**config.mk**
```make
export PLATFORM = sky130hd
export DESIGN_NAME = pcie_h2c_axis_downsizer_flat
export DESIGN_NICKNAME = d
export VERILOG_FILES = /design/src/rtl/pcie_h2c_axis_downsizer_if.sv /design/src/rtl/pcie_h2c_axis_downsizer.sv /design/src/flat_wrapper.sv
export SDC_FILE = /design/constraint.sdc
export NUM_CORES = 1
export LEC_CHECK = 0
export BUFFER_PORTS_ARGS = -buffer_cell sky130_fd_sc_hd__buf_2
export CAP_MARGIN = 25
export CORE_UTILIZATION = 50
export CTS_BUF_LIST = sky130_fd_sc_hd__clkbuf_16
export DETAILED_ROUTE_END_ITERATION = 12
export PLACE_DENSITY = 0.85
export SYNTH_ARGS = -nofsm -noshare
export SYNTH_HDL_FRONTEND = slang
export SYNTH_SLANG_ARGS = --single-unit
```
**constraint.sdc**
```tcl
create_clock -name clk -period 11.1 [get_ports clk]
set_clock_uncertainty 0.05 [all_clocks]
set_input_delay 0.555 -clock clk [delete_from_list [all_inputs] [get_ports clk]]
set_output_delay 0.555 -clock clk [all_outputs]
set_load 0.02 [all_outputs]
```
**src/rtl/pcie_h2c_axis_downsizer_if.sv**
```systemverilog
// AXI-Stream bundle shared by the wide H2C side and the narrow from_net side of the downsizer.
interface pcie_h2c_axis_downsizer_if #(
  parameter int DW = 64
) ();
  logic            tvalid;
  logic            tready;
  logic [DW-1:0]   tdata;
  logic [DW/8-1:0] tkeep;
  logic            tlast;

  modport master (output tvalid, tdata, tkeep, tlast, input tready);
  modport slave  (input tvalid, tdata, tkeep, tlast, output tready);
endinterface

```
**src/rtl/pcie_h2c_axis_downsizer.sv**
```systemverilog
// Buffers one wide XDMA H2C beat and replays it as narrow slices, low slice first, plus a packet counter.
// Optional macro PCIE_H2C_LINKDOWN_FLUSH_EN: flush the buffer and sink H2C beats while link_up is low.
module pcie_h2c_axis_downsizer #(
  parameter int S_DATA_WIDTH = 256,
  parameter int M_DATA_WIDTH = 64,
  parameter int CNT_WIDTH    = 32
) (
  input  logic                      clk,
  input  logic                      sys_rst,
  pcie_h2c_axis_downsizer_if.slave  s_axis,
  pcie_h2c_axis_downsizer_if.master m_axis,
  output logic [CNT_WIDTH-1:0]      pkt_cnt,
  input  logic                      link_up
);
  localparam int R    = S_DATA_WIDTH / M_DATA_WIDTH;
  localparam int S_KW = S_DATA_WIDTH / 8;
  localparam int M_KW = M_DATA_WIDTH / 8;
  localparam int IDXW = (R > 1) ? $clog2(R) : 1;
  localparam int BCW  = $clog2(S_KW + 1);

  typedef enum logic {ST_EMPTY, ST_SEND} state_t;

  state_t                  state_q, state_d;
  logic [S_DATA_WIDTH-1:0] buf_data_q, buf_data_d;
  logic [S_KW-1:0]         buf_keep_q, buf_keep_d;
  logic                    buf_last_q, buf_last_d;
  logic [IDXW-1:0]         idx_q, idx_d;
  logic [IDXW-1:0]         last_idx_q, last_idx_d;
  logic [CNT_WIDTH-1:0]    cnt_q, cnt_d;

  logic [BCW-1:0]          keep_bytes;
  logic [IDXW-1:0]         load_last_idx;
  logic [M_DATA_WIDTH-1:0] slice_data [R];
  logic [M_KW-1:0]         slice_keep [R];
  logic                    at_last, s_ready, s_hs, m_hs, load_ok, flush;

  for (genvar gi = 0; gi < R; gi++) begin : g_slice
    assign slice_data[gi] = buf_data_q[gi*M_DATA_WIDTH +: M_DATA_WIDTH];
    assign slice_keep[gi] = buf_keep_q[gi*M_KW +: M_KW];
  end

`ifdef PCIE_H2C_LINKDOWN_FLUSH_EN
  assign flush = !link_up;
`else
  logic unused_link_up;
  assign unused_link_up = link_up;
  assign flush          = 1'b0;
`endif

  assign at_last       = (idx_q == last_idx_q);
  assign m_axis.tvalid = (state_q == ST_SEND);
  assign m_axis.tdata  = slice_data[idx_q];
  assign m_axis.tkeep  = slice_keep[idx_q];
  assign m_axis.tlast  = (state_q == ST_SEND) && buf_last_q && at_last;
  assign m_hs          = m_axis.tvalid && m_axis.tready;
  assign pkt_cnt       = cnt_q;

  // Refill is offered on the final slice so back-to-back beats stream without a bubble.
  always_comb begin
    s_ready = (state_q == ST_EMPTY) || (at_last && m_axis.tready);
    if (flush) begin
      s_ready = 1'b1;
    end
    if (sys_rst) begin
      s_ready = 1'b0;
    end
  end
  assign s_axis.tready = s_ready;
  assign s_hs          = s_axis.tvalid && s_ready;
  assign load_ok       = s_hs && ((|s_axis.tkeep) || s_axis.tlast);

  always_comb begin
    keep_bytes = '0;
    for (int i = 0; i < S_KW; i++) begin
      keep_bytes = keep_bytes + BCW'(s_axis.tkeep[i]);
    end
  end

  // ceil(bytes/M_KW)-1 == (bytes-1)/M_KW; an empty tlast beat still gets one slice.
  assign load_last_idx = (keep_bytes == '0) ? '0 : IDXW'((keep_bytes - 1'b1) / BCW'(M_KW));

  always_comb begin
    state_d    = state_q;
    buf_data_d = buf_data_q;
    buf_keep_d = buf_keep_q;
    buf_last_d = buf_last_q;
    idx_d      = idx_q;
    last_idx_d = last_idx_q;
    cnt_d      = cnt_q;

    if (state_q == ST_SEND && m_hs) begin
      if (at_last) begin
        state_d = ST_EMPTY;
      end else begin
        idx_d = idx_q + 1'b1;
      end
    end

    if (load_ok) begin
      state_d    = ST_SEND;
      buf_data_d = s_axis.tdata;
      buf_keep_d = s_axis.tkeep;
      buf_last_d = s_axis.tlast;
      idx_d      = '0;
      last_idx_d = load_last_idx;
    end

    if (m_hs && m_axis.tlast) begin
      cnt_d = cnt_q + 1'b1;
    end

    if (flush) begin
      state_d    = ST_EMPTY;
      buf_data_d = '0;
      buf_keep_d = '0;
      buf_last_d = 1'b0;
      idx_d      = '0;
      last_idx_d = '0;
      cnt_d      = cnt_q;
    end
  end

  always_ff @(posedge clk or posedge sys_rst) begin
    if (sys_rst) begin
      state_q    <= ST_EMPTY;
      buf_data_q <= '0;
      buf_keep_q <= '0;
      buf_last_q <= 1'b0;
      idx_q      <= '0;
      last_idx_q <= '0;
      cnt_q      <= '0;
    end else begin
      state_q    <= state_d;
      buf_data_q <= buf_data_d;
      buf_keep_q <= buf_keep_d;
      buf_last_q <= buf_last_d;
      idx_q      <= idx_d;
      last_idx_q <= last_idx_d;
      cnt_q      <= cnt_d;
    end
  end
endmodule

```
**src/flat_wrapper.sv**
```systemverilog
// flat-port wrapper written by rule: the top's interface ports become plain ports
module pcie_h2c_axis_downsizer_flat 
#(
  parameter int S_DATA_WIDTH = 256,
  parameter int M_DATA_WIDTH = 64,
  parameter int CNT_WIDTH    = 32
)
  (clk, sys_rst, pkt_cnt, link_up, s_axis_tvalid, s_axis_tdata, s_axis_tkeep, s_axis_tlast, s_axis_tready, m_axis_tvalid, m_axis_tdata, m_axis_tkeep, m_axis_tlast, m_axis_tready);
  pcie_h2c_axis_downsizer_if #(.DW(256)) s_axis_i ();
  pcie_h2c_axis_downsizer_if #(.DW(64)) m_axis_i ();
  input  logic clk;
  input  logic sys_rst;
  output logic [CNT_WIDTH-1:0] pkt_cnt;
  input  logic link_up;
  input wire logic [$bits(s_axis_i.tvalid)-1:0] s_axis_tvalid;
  input wire logic [$bits(s_axis_i.tdata)-1:0] s_axis_tdata;
  input wire logic [$bits(s_axis_i.tkeep)-1:0] s_axis_tkeep;
  input wire logic [$bits(s_axis_i.tlast)-1:0] s_axis_tlast;
  output wire logic [$bits(s_axis_i.tready)-1:0] s_axis_tready;
  output wire logic [$bits(m_axis_i.tvalid)-1:0] m_axis_tvalid;
  output wire logic [$bits(m_axis_i.tdata)-1:0] m_axis_tdata;
  output wire logic [$bits(m_axis_i.tkeep)-1:0] m_axis_tkeep;
  output wire logic [$bits(m_axis_i.tlast)-1:0] m_axis_tlast;
  input wire logic [$bits(m_axis_i.tready)-1:0] m_axis_tready;
  assign s_axis_i.tvalid = s_axis_tvalid;
  assign s_axis_i.tdata = s_axis_tdata;
  assign s_axis_i.tkeep = s_axis_tkeep;
  assign s_axis_i.tlast = s_axis_tlast;
  assign s_axis_tready = s_axis_i.tready;
  assign m_axis_tvalid = m_axis_i.tvalid;
  assign m_axis_tdata = m_axis_i.tdata;
  assign m_axis_tkeep = m_axis_i.tkeep;
  assign m_axis_tlast = m_axis_i.tlast;
  assign m_axis_i.tready = m_axis_tready;
  pcie_h2c_axis_downsizer #(.S_DATA_WIDTH(S_DATA_WIDTH), .M_DATA_WIDTH(M_DATA_WIDTH), .CNT_WIDTH(CNT_WIDTH)) u_core (.clk(clk), .sys_rst(sys_rst), .s_axis(s_axis_i), .m_axis(m_axis_i), .pkt_cnt(pkt_cnt), .link_up(link_up));
endmodule
```
Word level (Yosys, flattened, before mapping):

Index checks and enable logic that the tools add are counted.
Widths: inputs -> output; s select.

* add/sub/neg operators: 34
* muxes and demuxes: 14
* order comparisons: 1
* reduce and logical (&&, ||, !) cells: 16
* equal/unequal tests: 2
* bitwise operators: 2

Operators with widths (count)
* $add 6x1->6: 30
* $bmux 64 s2: 1
* $mux 64: 2
* $add 32x1->32 const B: 1
* $reduce_or 32->1: 1
* $bmux 8 s2: 1
* $mux 8: 2
* $logic_and 1x1->1: 8
* $mux 2: 4
* $logic_not 6->1: 1
* $sub 5x1->5 const B: 1
* $mux 1: 4
* $reduce_and 2->1: 2
* $reduce_bool 2->1: 2
* $ge 3x3->1 const B: 1
* $not 2->3: 1
* $add 1x1->2: 1
* $add 2x1->2 const B: 1
* $eq 2x2->1: 1
* $logic_or 1x1->1: 2
* $ne 2x2->1 const B: 1
* $not 1->1: 1

* input bits: 294
* register bits after elaboration: 326
* output and inout port bits: 107

Longest topological paths before layout:

Gate-level depths: netlist (run 1).

* depth after elaboration: 33
* gate-level depth with buffers: 20

Least setup slack after synthesis (run 1):

OpenSTA, ideal clock, no wires.

* path type: input-to-output
* from: in sys_rst
* to: out s_axis_tready
* path buffers: 0
* path slack: 2429 ps
* required time: 10495 ps
* cell stages on the path: 2
* arrival time: 8066 ps
* path through: inv_1 -> and2_1

* word-level cells in the longest chain between the ends: 1

RTL lines
* start: declaration: RTL line flat_wrapper.sv:12 `input logic sys_rst;`
* $mux 1: RTL line pcie_h2c_axis_downsizer.sv:64 `if (sys_rst) begin`
* end: declaration: RTL line flat_wrapper.sv:19 `output wire logic [$bits(s_axis_i.tready)-1:0] s_axis_tready;`

No other way between the ends.

Worst setup path in the final report (run 1):

* from: in s_axis_tkeep[0]
* to: reg u_core.last_idx_q[1]

* word-level cells in the longest chain between the ends: 33

RTL lines
* start: declaration: RTL line flat_wrapper.sv:17 `input wire logic [$bits(s_axis_i.tkeep)-1:0] s_axis_tkeep;`
* $add 1x1->2: RTL line pcie_h2c_axis_downsizer.sv:75 `keep_bytes = keep_bytes + BCW'(s_axis.tkeep[i]);`
* $add 6x1->6 (30 in series): RTL line pcie_h2c_axis_downsizer.sv:75
* $sub 5x1->5 or $logic_not 6->1 (tied branches): RTL line pcie_h2c_axis_downsizer.sv:80 `assign load_last_idx = (keep_bytes == '0) ? '0 : IDXW'((keep_bytes - 1'b1) / BCW'(M_KW));`
* $mux 2: RTL line pcie_h2c_axis_downsizer.sv:80
* end signal: assignment: RTL line pcie_h2c_axis_downsizer.sv:138 `last_idx_q <= last_idx_d;`
* end: declaration: RTL line pcie_h2c_axis_downsizer.sv:28 `logic [IDXW-1:0] last_idx_q, last_idx_d;`

Several ways; a longest one is shown, not always the timed one.
A chain may end at the register's enable or synchronous reset.

==> results of run 1 <==
[worst reg2reg max path, delay by kind of cell (launching register included)]
| kind | cells | cell delay [ps] |
|---|---|---|
| buf+inv | 2 | 1400 |
| flops | 1 | 790 |
| xor+xnor | 1 | 570 |
| mux | 1 | 460 |
| compound gates | 2 | 320 |
[metal layers]
metal | GRT usage [%] | part of all wire, %
met5 | 0 | 0.036
met4 | 11.03 | 4.1
met3 | 4.296 | 6.1
met2 | 38.43 | 50
met1 | 29.70 | 40
[layout by cell type (no fill, tap or decap), types with 2 or more instances in the layout]
master      count
nand4_1        11
mux4_2         72
diode_2        11
clkinv_2        3
clkinvlp_4      2
o21ai_1        24
inv_1          64
bufinv_16       2
ha_1           10
a21oi_1         3
nand2_1        46
dfrtp_4         2
buf_4           7
nor4_2          2
clkbuf_16      37
and2_1          4
and4_1          4
nor2_1          8
xnor2_1        25
buf_2         399
nor2b_1         2
o211a_1         3
mux2_1        265
and2_0          2
fa_1           24
nor4_1          7
o31ai_1         3
dfrtp_1       324
and3_1          5
nor3_1          2
xor2_1         11
o21ai_0         3
buf_16          2
clkinv_1        9
nand3_1        13
[sequential cells by signal, summed over array words and instances, names as in the netlist]
| name | flops |
|---|---|
| u_core.buf_data_q | 256 |
| u_core.buf_keep_q | 32 |
| u_core.pkt_cnt | 32 |
| u_core.idx_q | 2 |
| u_core.last_idx_q | 2 |
| u_core.buf_last_q | 1 |
| u_core.m_axis.tvalid | 1 |
[cell families after synthesis]
logic type | Yosys count
multiplexers | 338
flip-flops | 326
buffers and inverters | 109
AND/OR/NAND/NOR | 109
AO/OA/AOI/OAI | 43
XOR/XNOR | 36
adder cells (fa/ha/maj) | 34
[layout make-up]
class                      instances  area, um2
timing repair buffer             409       2125
sequential                       326       8165
clock inverter                    27      170.2
antenna                           11      27.53
multi-input combinational        560       6381
tap                              390      488.0
inverter                          55      214.0
fill                            2245      11380
clock buffer                      37      925.9
[power groups by stage]
stage / Sequential, W / Clock, W / Combinational (W)
6_report: 0.00209 / 0.00111 / 0.00245
5_1_grt: 0.00216 / 0.00119 / 0.00266
4_1_cts: 0.00209 / 0.00114 / 0.00247
3_5_place_dp: 0.00211 / 0 / 0.00246
3_3_place_gp: 0.00205 / 0 / 0.00235
2_1_floorplan: 0.00195 / 0 / 0.00194
[per-stage QoR]
stage | std cells | total power, W | hold WS, ps | setup slack, ps | util, %
after floorplan | 995 | 0.003889 | 400.3 | 1457 | -
after global placement | 1738 | 0.004407 | 402.7 | 5250 | 57.97
after detailed placement | 1738 | 0.004563 | 407.8 | 5113 | 57.97
after CTS | 1802 | 0.005701 | 186.5 | 5658 | 61.64
after global routing | 1813 | 0.006013 | 190.0 | 5457 | 61.90
final | 1815 | 0.005652 | 174.3 | 5618 | 61.91
[worst paths after layout]
| path | to | slack (ps) | cells past startpoint | start |
|---|---|---|---|---|
| hold / removal | u_core.buf_data_q[141] | 170 | 2 | sys_rst |
| setup reg to reg | u_core.buf_data_q[251] | 7400 | 6 | u_core.idx_q[1] |
| max in group asynchronous | u_core.buf_data_q[118] | 8870 | 5 | sys_rst |
| hold reg to reg | u_core.buf_keep_q[30] | 430 | 2 | u_core.buf_keep_q[30] |
| min in group clk | u_core.buf_data_q[86] | 210 | 2 | s_axis_tdata[86] |
| setup / recovery | u_core.last_idx_q[1] | 5620 | 17 | s_axis_tkeep[0] |
==> reports/results.tsv, run 1 <==
stage	metric	value	unit
worst_setup_path	worstPathArrival	5790	ps
timing	period_share	49.39	%
clock_network	cts_sinks	326	
logic_synthesis	synth_adder_area_share	3.966	%
timing	fin_setup_tns	0	ps
placed_design	placed_area	17320	um2
cells_and_area	post-route-cell-area	18500	um2
global_route	grt_pass1_wl	56390	um
logic_synthesis	synth-seq-cells	326	
logic_synthesis	synth_edf_count	0	
clock_network	post_cts_buffers	0	
outcome	outcome	finished, final reports clean	
power_and_ir_drop	power_density	305.6	nW/um2
logic_synthesis	synth_nets	1323	
global_route	grt.overflow.total	0	
timing	final_hold_viol_count	0	
logic_synthesis	synth_top_cell_by_area	dfrtp_1	
timing	min_period	5482	ps
worst_setup_path	crit_chain	buf_2, inv_1, ha_1, inv_1, fa_1, fa_1, fa_1, fa_1, fa_1, fa_1, fa_1, fa_1, xor2_1, and2_1, a211o_1, a31oi_1, o31ai_1	
power_and_ir_drop	switchingPower	0.002083	W
clock_network	clockRootBuffer	clkbuf_16	
floorplan	ios	401	
global_route	grt_pass1_vias	10503	
power_and_ir_drop	internal-power	0.003569	W
worst_setup_path	slowest_delay	570	ps
routing	ant_nets	0	
power_and_ir_drop	p_comb_share	43.3	%
logic_synthesis	postSynthCellCount	995	
routing	drc	0	
routing	wl	35770	um
power_and_ir_drop	power_frac_seq	37.1	%
worst_hold_path	min_path_type	input port to async pin	
worst_setup_path	cpMaxStageDelayCell	fa_1	
clock_network	clockBufferDepth	3	
floorplan	fp.coreArea	29870	um2
worst_setup_path	cp_max_fo	3	
logic_synthesis	synthXorXnorAreaFrac	2.065	%
logic_synthesis	syn_area	15270	um2
routing	drt-pass1-iter-count	4	
worst_setup_path	critPathCaptureType	flop	
routing	via_per_inst	5.409	
floorplan	start_util	51.12	%
power_and_ir_drop	leakagePower	8.747	nW
floorplan	row_count	63	
clock_network	cts-resized-gates	0	
power_and_ir_drop	ir_drop	252.0	uV
logic_synthesis	avgSynthCellArea	15.35	um2
cells_and_area	syn2layout_area_growth	21.12	%
routing	vias	9818	
logic_synthesis	synth_top_area_share	53.42	%
routing	drtIter0Drc	592	
logic_synthesis	synth_compound_area_share	1.868	%
cells_and_area	drive_gt1_share	37.84	%
logic_synthesis	synth_mux_area_share	30.23	%
timing	worst_pin_slew	1161	ps
worst_setup_path	cp.required	11410	ps
cells_and_area	nNetsFinal	1716	
worst_setup_path	critPathTopFamily	adder cells	
logic_synthesis	synth_cell_types	42	
logic_synthesis	yosys_warnings	0	
logic_synthesis	synth_top_family_by_area	multiplexers	
timing	fmax	182.4	MHz
placed_design	io_buffers	399	
worst_setup_path	start_kind	input port	
floorplan	die_width	176.8	um
job	max_cap_viol_count	0	
worst_setup_path	critPathKind	input port to flop	
logic_synthesis	synth-async-reset-ratio	100.0	%
power_and_ir_drop	switching_share	36.85	%
power_and_ir_drop	p_clk_share	19.6	%
clock_network	numCtsBuffers	36	
logic_synthesis	yosys.area_share.simple	3.654	%
timing	max-slew-margin-rel	22.59	%
global_route	grt_usage	23.25	%
timing	setup_viol	0	
worst_setup_path	crit_buf_inv	3	
logic_synthesis	ys_top_cells_by_count	dfrtp_1 (326), mux2_1 (265), mux4_2 (72)	
timing	slew_viol_final	0	
placed_design	place_hpwl	25780	um
placed_design	finalWeightedCongestion	0.8750	
routing	wl_per_cell	19.71	um
global_route	grt_max_degree	186	
worst_setup_path	cp_common_cell	fa_1	
clock_network	cts_tree	built	
logic_synthesis	ys.flop_type	dfrtp_1	
clock_network	postCtsHoldBufs	0	
floorplan	dieArea	31240	um2
floorplan	die_h	176.8	um
clock_network	cts.clk_slew.worst_paths	60	ps
global_route	antenna_found_initial	11	
logic_synthesis	seq_area_frac_synth	53.42	%
clock_network	htree_num_levels	2	
clock_network	clk_latency	500	ps
timing	rsz0062_at_grt	no	
logic_synthesis	yosysMostFrequentCell	dfrtp_1	
logic_synthesis	synth.area.top_cells	dfrtp_1 (53%), mux2_1 (20%), mux4_2 (11%), fa_1 (3.1%), buf_8 (2.2%)	
(Power assumes the default switching activity.)
==> run 2: changes to the inputs <==
--- a/config.mk
+++ b/config.mk
@@ -5,6 +5,7 @@
 export SDC_FILE = /design/constraint.sdc
 export NUM_CORES = 1
 export LEC_CHECK = 0
+export ABC_AREA = 1
 export BUFFER_PORTS_ARGS = -buffer_cell sky130_fd_sc_hd__buf_2
 export CAP_MARGIN = 25
 export CORE_UTILIZATION = 50
==> constraint.sdc (replaced) <==
create_clock -name clk -period 5.1 [get_ports clk]
set_clock_uncertainty 0.05 [all_clocks]
set_input_delay 0.255 -clock clk [delete_from_list [all_inputs] [get_ports clk]]
set_output_delay 0.255 -clock clk [all_outputs]
set_load 0.02 [all_outputs]
==> run 2 against run 1 <==
  * Worst setup slack got worse by 5300 ps
  * Sequential power increased by 130%
  * Worst hold slack got worse by 120 ps
  * Non-clock buffer count increased by 292
  * Design area increased by 21%
  * Global-route usage increased by 16 points
  * Flip-flop and latch count unchanged
  * Sequential share of layout area decreased by 7.6 points
  * Count of clock-buffer cells in the layout increased by 1
  * Largest cell class unchanged
  * Largest power group unchanged
  * Highest routed layer unchanged
==> reports/results.tsv, run 2 <==
stage	metric	value	unit
logic_synthesis	synth_nets	2441	
cells_and_area	largest_register_ffs	256	
timing	rsz0062_at_grt	no	
global_route	grt_max_degree	189	
worst_setup_path	cp_max_fo	4	
routing	ant_nets	0	
cells_and_area	post-route-cell-area	22310	um2
timing	final_hold_viol_count	0	
clock_network	cts.clk_slew.worst_paths	60	ps
logic_synthesis	yosys_warnings	0	
placed_design	io_buffers	399	
logic_synthesis	synth_mux_area_share	0	%
logic_synthesis	synth-async-reset-ratio	100.0	%
cells_and_area	syn2layout_area_growth	37.93	%
routing	vias	18167	
routing	drc	0	
routing	drtIter0Drc	2019	
power_and_ir_drop	leakagePower	11.84	nW
power_and_ir_drop	ir_drop	431.4	uV
timing	worst_pin_slew	1009	ps
floorplan	die_width	181.8	um
clock_network	cts_tree	built	
placed_design	placed_area	18220	um2
clock_network	clockBufferDepth	3	
power_and_ir_drop	p_total	0.01368	W
worst_setup_path	start_kind	input port	
logic_synthesis	yosysMostFrequentCell	nand2_1	
logic_synthesis	avgSynthCellArea	7.653	um2
outcome	outcome	finished, final reports clean	
global_route	grt_pass1_wl	99820	um
floorplan	row_count	65	
global_route	antenna_found_initial	17	
clock_network	clockRootBuffer	clkbuf_16	
logic_synthesis	synth_top_cell_by_area	dfrtp_1	
logic_synthesis	synth_compound_area_share	7.613	%
routing	wl_per_cell	19.70	um
timing	setup_viol	0	
logic_synthesis	yosys.area_share.simple	30.90	%
placed_design	place_hpwl	32610	um
timing	max-slew-margin-rel	32.67	%
job	max_cap_viol_count	0	
floorplan	dieArea	33070	um2
power_and_ir_drop	power_density	613.2	nW/um2
cells_and_area	max_flop_register	u_core.buf_data_q	
cells_and_area	nNetsFinal	3066	
floorplan	start_util	50.99	%
worst_setup_path	critPathCaptureType	flop	
clock_network	numCtsBuffers	37	
logic_synthesis	synthXorXnorAreaFrac	0.9749	%
placed_design	finalWeightedCongestion	0.9376	
logic_synthesis	postSynthCellCount	2113	
logic_synthesis	synth_top_area_share	50.44	%
worst_setup_path	worstPathArrival	5180	ps
global_route	grt_usage	38.96	%
worst_setup_path	critPathKind	input port to flop	
routing	drt-pass1-iter-count	6	
timing	period_share	94.53	%
logic_synthesis	synth_adder_area_share	3.745	%
logic_synthesis	synth_cell_types	28	
logic_synthesis	seq_area_frac_synth	50.44	%
timing	fmax	207.4	MHz
worst_setup_path	cp.required	5460	ps
placed_design	dp_slack	-256.6	ps
logic_synthesis	ys_top_cells_by_count	nand2_1 (1036), dfrtp_1 (326), nor2_1 (209)	
logic_synthesis	synth.area.top_cells	dfrtp_1 (50%), nand2_1 (24%), nor2_1 (4.9%), o21ai_0 (4.7%), fa_1 (3.0%)	
floorplan	die_h	181.8	um
timing	min_period	4821	ps
cells_and_area	final_common_cell	nand2_1	
timing	fin_setup_tns	0	ps
floorplan	ios	401	
worst_hold_path	min_path_type	input port to flop	
clock_network	cts_sinks	326	
cells_and_area	mostFrequentLayoutCells	nand2_1 (1032), buf_2 (390), dfrtp_1 (324)	
timing	worst_slack	278.8	ps
logic_synthesis	syn_area	16170	um2
clock_network	htree_num_levels	2	
logic_synthesis	ys.flop_type	dfrtp_1	
logic_synthesis	synth-seq-cells	326	
global_route	grt.overflow.total	0	
clock_network	clk_latency	520	ps
timing	slew_viol_final	0	
cells_and_area	drive_gt1_share	17.75	%
routing	via_per_inst	5.716	
global_route	grt_pass1_vias	18783	
logic_synthesis	synth_top_family_by_area	simple AND/OR/NAND/NOR gates	
floorplan	fp.coreArea	31720	um2
logic_synthesis	synth_edf_count	0	
worst_setup_path	reg2reg_slack	2220	ps
routing	wl	62610	um
-- run 2: path summary, 6_finish.rpt --
check	startpoint	endpoint	cells past startpoint
worst max-delay path	s_axis_tkeep[28]	u_core.last_idx_q[1]	20
worst min-delay path	s_axis_tkeep[0]	u_core.buf_keep_q[0]	4
worst max register to register	u_core.idx_q[1]	u_core.buf_data_q[251]	9
worst min register to register	u_core.buf_data_q[110]	u_core.buf_data_q[110]	2
max in group asynchronous	sys_rst	u_core.buf_data_q[66]	5
min in group asynchronous	sys_rst	u_core.buf_data_q[46]	3
-- run 2: through the flow --
stage	cells	hold WS [ps]	utilization (%)
after CTS	3167	29.90	69.94
after global routing	3175	48.20	70.30
after floorplan	2113	321.6	-
after detailed placement	2818	278.0	57.44
after global placement	2818	272.6	57.44
final	3178	51.37	70.33
-- run 2: report_power, final --
| part | leakage, nW | internal (W) | total [W] | switching [W] |
|---|---|---|---|---|
| clock | 0.573 | 0.00139 | 0.00246 | 0.00107 |
| combinational | 7.20 | 0.00218 | 0.00651 | 0.00433 |
| sequential | 4.06 | 0.00381 | 0.00471 | 0.000899 |
-- run 2: worst max-delay path: stages --
cell and delay (ps):
dlymetal6s4s_1 240, buf_6 120, inv_2 50, fa_1 430
fa_1 510, inv_1 50, fa_1 510, inv_2 40
fa_1 510, fa_1 440, fa_1 530, fa_2 430
fa_2 550, nand2_2 60, nor2_4 120, nand2_2 70
nand2_1 60, nand2_1 50, nand3_1 70, nand2_1 50
-- run 2: repair_timing --
item,4_1_cts,5_1_grt
buffers inserted,0,1
hold buffers,287,0
endpoints found under the setup margin,0,2
hold endpoints to repair,303,0
gates resized for setup,0,25
-- run 2: area by class of cell --
class,instances,area (um2)
clock inverter,24,141.4
inverter,91,347.8
clock buffer,38,950.9
timing repair buffer,701,5134
sequential,326,8163
tap,402,503.0
multi-input combinational,1581,7029
fill,2138,9412
antenna,15,37.54
-- run 2: routing by layer --
metal	global-route usage, %	wire, um
met1	44.92	21880
met5	1.630	86
met2	61.12	28940
met3	13.96	7001
met4	25.83	4695
-- run 2: cells by family (layout without fill, tap and decap cells) --
logic type	after synthesis	in the layout
AND/OR/NAND/NOR	1301	1301
AO/OA/AOI/OAI	228	228
buffers and inverters	206	854
other	0	15
adder cells (fa/ha/maj)	34	34
flip-flops	326	326
XOR/XNOR	18	18
